**config.mk**
```make
export PLATFORM = sky130hd
export DESIGN_NAME = yuv422_to_yuv444_ip
export DESIGN_NICKNAME = d
export VERILOG_FILES = /design/src/rtl/yuv422_to_yuv444_ip.sv
export SDC_FILE = /design/constraint.sdc
export NUM_CORES = 1
export LEC_CHECK = 0
export CORE_UTILIZATION = 43
export DETAILED_ROUTE_END_ITERATION = 10
export PLACE_DENSITY = 0.59
export SETUP_SLACK_MARGIN = 0.05
export SYNTH_ARGS = -nofsm -noshare
export SYNTH_HDL_FRONTEND = slang
export SYNTH_SLANG_ARGS = --single-unit
```
**constraint.sdc**
```tcl
create_clock -name iCLK -period 4.1 [get_ports iCLK]
set_clock_uncertainty 0.1 [all_clocks]
set_input_delay 1.23 -clock iCLK [delete_from_list [all_inputs] [get_ports iCLK]]
set_output_delay 1.23 -clock iCLK [all_outputs]
set_load 0.02 [all_outputs]
```
**src/rtl/yuv422_to_yuv444_ip.sv**
```systemverilog
// 4:2:2 -> 4:4:4 chroma upsampler: pairs interleaved {Y,C} words into full {Y,Cb,Cr} pixels,
// with optional linear interpolation of the odd pixel's chroma.
module yuv422_to_yuv444_ip #(
  parameter int DW       = 8,
  parameter bit CB_FIRST = 1'b1,
  parameter bit INTERP   = 1'b0
) (
  input  logic          iCLK,
  input  logic          iRST_N,
  input  logic [2*DW-1:0] iYCbCr,
  input  logic          iYCbCr_valid,
  input  logic          iSOL,
  input  logic          iEOL,
  output logic [DW-1:0] oY,
  output logic [DW-1:0] oCb,
  output logic [DW-1:0] oCr,
  output logic          oYCbCr_valid,
  output logic          oSOL,
  output logic          oEOL
);

  localparam int PW = 3*DW + 2;  // {Y, Cb, Cr, sol, eol}
  localparam int LW = 7;         // queued pixels plus up to three new ones per cycle

  typedef enum logic {EVEN, ODD} phase_t;

  phase_t          phaseReg, phaseNext;
  logic [DW-1:0]   y0Reg, y0Next, cFirstReg, cFirstNext;
  logic [DW-1:0]   lastCbReg, lastCbNext, lastCrReg, lastCrNext;
  logic            solReg, solNext;
  logic            pendValidReg, pendValidNext;
  logic [DW-1:0]   pendYReg, pendYNext, pendCbReg, pendCbNext, pendCrReg, pendCrNext;
  logic [PW-1:0]   qReg [LW];
  logic [PW-1:0]   qNext [LW];
  logic [2:0]      qCntReg, qCntNext;

  logic [PW-1:0]   newPix [3];
  logic [1:0]      newCnt;
  logic [PW-1:0]   merged [LW];
  logic [3:0]      total;
  logic [PW-1:0]   outPix;
  logic            outValid;

  logic [DW-1:0]   inY, inC, pairCb, pairCr, avgCb, avgCr;
  logic [DW:0]     sumCb, sumCr;
  logic            evenWord, solNow;

  assign inY    = iYCbCr[2*DW-1:DW];
  assign inC    = iYCbCr[DW-1:0];
  assign pairCb = CB_FIRST ? cFirstReg : inC;
  assign pairCr = CB_FIRST ? inC : cFirstReg;
  assign sumCb  = {1'b0, pendCbReg} + {1'b0, pairCb} + {{DW{1'b0}}, 1'b1};
  assign sumCr  = {1'b0, pendCrReg} + {1'b0, pairCr} + {{DW{1'b0}}, 1'b1};
  assign avgCb  = sumCb[DW:1];
  assign avgCr  = sumCr[DW:1];
  assign evenWord = iSOL || (phaseReg == EVEN);
  assign solNow   = iSOL || solReg;

  always_comb begin
    phaseNext     = phaseReg;
    y0Next        = y0Reg;
    cFirstNext    = cFirstReg;
    lastCbNext    = lastCbReg;
    lastCrNext    = lastCrReg;
    solNext       = solReg;
    pendValidNext = pendValidReg;
    pendYNext     = pendYReg;
    pendCbNext    = pendCbReg;
    pendCrNext    = pendCrReg;
    newCnt        = 2'd0;
    for (int i = 0; i < 3; i++) newPix[i] = '0;

    if (iYCbCr_valid) begin
      if (iSOL) begin
        solNext = 1'b1;
        if (INTERP && pendValidReg) begin
          newPix[newCnt] = {pendYReg, pendCbReg, pendCrReg, 1'b0, 1'b1};
          newCnt = newCnt + 2'd1;
          pendValidNext = 1'b0;
        end
      end
      if (evenWord) begin
        if (iEOL) begin
          // odd-length line: pending pixel first, then the orphan with last pair's chroma
          if (INTERP && pendValidReg && !iSOL) begin
            newPix[newCnt] = {pendYReg, pendCbReg, pendCrReg, 1'b0, 1'b0};
            newCnt = newCnt + 2'd1;
            pendValidNext = 1'b0;
          end
          newPix[newCnt] = {inY, lastCbReg, lastCrReg, solNow, 1'b1};
          newCnt    = newCnt + 2'd1;
          solNext   = 1'b0;
          phaseNext = EVEN;
        end else begin
          y0Next     = inY;
          cFirstNext = inC;
          phaseNext  = ODD;
        end
      end else begin
        lastCbNext = pairCb;
        lastCrNext = pairCr;
        if (INTERP && pendValidReg) begin
          newPix[newCnt] = {pendYReg, avgCb, avgCr, 1'b0, 1'b0};
          newCnt = newCnt + 2'd1;
        end
        newPix[newCnt] = {y0Reg, pairCb, pairCr, solReg, 1'b0};
        newCnt  = newCnt + 2'd1;
        solNext = 1'b0;
        if (!INTERP || iEOL) begin
          newPix[newCnt] = {inY, pairCb, pairCr, 1'b0, iEOL};
          newCnt = newCnt + 2'd1;
          pendValidNext = 1'b0;
        end else begin
          pendYNext     = inY;
          pendCbNext    = pairCb;
          pendCrNext    = pairCr;
          pendValidNext = 1'b1;
        end
        phaseNext = EVEN;
      end
    end
  end

  // Output queue with bypass: queued pixels drain first, then this cycle's new ones.
  always_comb begin
    int idx;
    for (int i = 0; i < LW; i++) begin
      merged[i] = '0;
      idx = i - int'(qCntReg);
      if (i < int'(qCntReg)) merged[i] = qReg[i];
      else if (idx >= 0 && idx < 3) merged[i] = newPix[2'(idx)];
    end
    total    = {1'b0, qCntReg} + {2'b00, newCnt};
    outValid = (total != 4'd0);
    outPix   = merged[0];
    qCntNext = outValid ? 3'(total - 4'd1) : 3'd0;
    for (int i = 0; i < LW - 1; i++) qNext[i] = merged[i+1];
    qNext[LW-1] = '0;
  end

  always_ff @(posedge iCLK or negedge iRST_N) begin
    if (!iRST_N) begin
      phaseReg     <= EVEN;
      y0Reg        <= '0;
      cFirstReg    <= '0;
      lastCbReg    <= '0;
      lastCrReg    <= '0;
      solReg       <= 1'b0;
      pendValidReg <= 1'b0;
      pendYReg     <= '0;
      pendCbReg    <= '0;
      pendCrReg    <= '0;
      qCntReg      <= '0;
      for (int i = 0; i < LW; i++) qReg[i] <= '0;
      oY           <= '0;
      oCb          <= '0;
      oCr          <= '0;
      oYCbCr_valid <= 1'b0;
      oSOL         <= 1'b0;
      oEOL         <= 1'b0;
    end else begin
      phaseReg     <= phaseNext;
      y0Reg        <= y0Next;
      cFirstReg    <= cFirstNext;
      lastCbReg    <= lastCbNext;
      lastCrReg    <= lastCrNext;
      solReg       <= solNext;
      pendValidReg <= pendValidNext;
      pendYReg     <= pendYNext;
      pendCbReg    <= pendCbNext;
      pendCrReg    <= pendCrNext;
      qCntReg      <= qCntNext;
      for (int i = 0; i < LW; i++) qReg[i] <= qNext[i];
      oYCbCr_valid <= outValid;
      oSOL         <= outValid && outPix[1];
      oEOL         <= outValid && outPix[0];
      if (outValid) begin
        oY  <= outPix[3*DW+1:2*DW+2];
        oCb <= outPix[2*DW+1:DW+2];
        oCr <= outPix[DW+1:2];
      end
    end
  end

endmodule

```
==> results.toml <==
[sta]
slew_headroom_pct = 37.4
worst_pin_slew_ps = 936
fin_crit_ps = 3530
rsz0062_at_grt = "no"
hold_viol = 0
final_max_slew_viol_count = 0
clock.fmax_ghz = 0.283
tns_ps = 0
period_share_pct = 86.1
setup_viol = 0

[die]
row_count = 53
die_h_um = 151
ios = 48
die_area_um2 = 22700
design.core.area_um2 = 21400
start_util_pct = 44.4
die_width_um = 151

[min_path]
min_path_type = "register to register"

[run]
drv_cap = 0

[worst_setup_path]
cp.arrival_ps = 3810
required_ps = 4370
critPathKind = "primary input to register"
rrSetupSlack_ps = 1300
cp-end-kind = "register"
critical_path.max_fanout = 16
crit_path_start_kind = "primary input"

[clock_tree]
holdBufCountCts = 0
cts_resized = 0
clock_path_buffers = 3
cts.clk_slew.worst_paths_ps = 50
cts_setup_buffers = 0
clock_tree.root_cell = "clkbuf_16"
insertion_delay_ps = 520
cts.sinks = 220
numCtsBuffers = 24
cts_max_level = 1
cts_tree = "done"

[global_route]
grt_pass1_vias = 7180
globalRouteOverflowTotal = 0
grt_max_degree = 94
grt_pass1_wl_um = 41700
antenna_found_initial = 0
grtUsageTotal_pct = 24.4

[final_layout]
syn2layout_area_growth_pct = 16.6
fin_nets = 1014
layout-drive-gt1-share_pct = 9.23
postLayoutCellArea_um2 = 11100
final_cell_count_no_fill = 1261
layout.cells.most_common = "dfrtp_1"
layout_common_cells = "dfrtp_1, o21ai_0, inv_1"
diodes = 0

[drt]
ant_nets = 0
drt_pass1_iterations = 5
drt_wl_total_um = 26100
drtIter0Drc = 448
via_per_inst = 5.60
vias = 7062
post_drt_wl_per_cell_um = 20.7
drcViolationCount = 0

[placement]
port_buffers = 47
dp_cells = 1221
place_area_um2 = 10300
gp_congestion = 0.828
dp_hpwl_um = 14800

[logic_synthesis]
netlist_area_um2 = 9490
ys_seq_area_share_pct = 58.0
synthDistinctLibCells = 48
syn_nets = 969
synth_flop_cell = "dfrtp_1"
synth-async-reset-ratio_pct = 100
synth_edf_count = 0
yosys_warnings = 0
syn_inst = 927
avgSynthCellArea_um2 = 10.2
ys_ff_latch = 220

[pwr]
vdd_drop_max_uv = 404
power.density_nw_per_um2 = 648
p_leak_uw = 0.00490

[status]
status = "complete, no violations"
-- Yosys cell counts (2+ instances only) --
master	count	share of area [%]
a21boi_0	32	2.5
a21oi_1	42	2.2
a31oi_1	11	0.73
and2_1	2	0.13
buf_2	9	0.47
buf_4	3	0.24
buf_6	3	0.36
clkbuf_1	43	1.7
clkbuf_2	2	0.11
dfrtp_1	220	58
ha_1	20	2.6
inv_1	96	3.8
mux2_2	8	0.95
mux2i_1	8	0.84
nand2_1	89	3.5
nand2_2	2	0.13
nand2b_1	8	0.53
nand3_1	4	0.21
nand4_1	2	0.13
nand4b_1	24	2.2
nor2_1	62	2.5
nor2b_1	22	1.5
nor3_4	2	0.34
o211ai_1	8	0.63
o21ai_0	106	5.6
o21ai_1	3	0.16
o22ai_1	53	3.5
o32ai_1	8	0.74
o41ai_1	16	1.5
-- final timing paths --
kind,startpoint,end,cells past startpoint
max in group asynchronous,iRST_N,cFirstReg[2]$_DFFE_PN0P_,2
hold reg to reg,qReg[27]$_DFF_PN0_,qReg[53]$_DFF_PN0_,2
setup / recovery,iSOL,oEOL$_DFF_PN0_,11
setup reg to reg,qCntReg[1]$_DFF_PN0_,oY[0]$_DFFE_PN0P_,11
hold / removal,qReg[27]$_DFF_PN0_,qReg[53]$_DFF_PN0_,2
min in group asynchronous,iRST_N,qReg[181]$_DFF_PN0_,1
-- per-layer routing --
metal | GRT usage, % | vias up | share of wire (%)
met5 | 0 | - | 0
li1 | - | 3258 | -
met2 | 39.7 | 203 | 48
met1 | 34.8 | 3560 | 45
met4 | 6.26 | 0 | 2.5
met3 | 2.73 | 41 | 4.9
-- state kept, by name, indices dropped and copies added, names as in the netlist, 3 cells and up --
name	cells
y0Reg	8
oCb	8
oCr	8
oY	8
qCntReg	3
qReg	156
lastCbReg	8
cFirstReg	8
lastCrReg	8
-- worst max-delay path, cell delays in order --
cell             delay [ps]
clkdlybuf4s50_1         600
nor2b_4                  70
nor2_1                  130
ha_1                    210
inv_1                    70
fa_1                    570
nor3b_1                 380
a31oi_4                 160
buf_4                   230
nand3b_1                 90
o21ai_0                  80
-- area by class of cell --
cell class              instances  area [um2]
clock inverters                 7        71.3
flip-flops and latches        220        5510
repair buffers                 81         756
fillers                      1976       10300
well taps                     275         344
clock buffers                  33         674
multi-input cells             548        3350
inverters                      97         364
-- power by group --
| group | switching, uW | internal [uW] | total [uW] |
|---|---|---|---|
| logic | 1650 | 744 | 2390 |
| registers | 159 | 2550 | 2700 |
| clock network | 866 | 1210 | 2070 |
| total | 2670 | 4500 | 7170 |
-- cell families after synthesis --
| group | synth area share, % |
|---|---|
| AO/OA/AOI/OAI | 18.5 |
| buffers and inverters | 6.96 |
| AND/OR/NAND/NOR | 11.9 |
| flip-flops | 58.0 |
| adder cells (fa/ha/maj) | 2.85 |
| multiplexers | 1.79 |
-- per-stage QoR --
stage	hold WS [ps]	total power, uW	worst slack, ps	utilization (%)
CTS	354	7210	594	51.8
global placement	332	5090	175	48.3
detailed placement	341	5140	66.2	48.3
finish	353	7170	568	51.8
floorplan	326	4090	216	-
global route	373	7570	431	51.8
(Power assumes the default switching activity.)
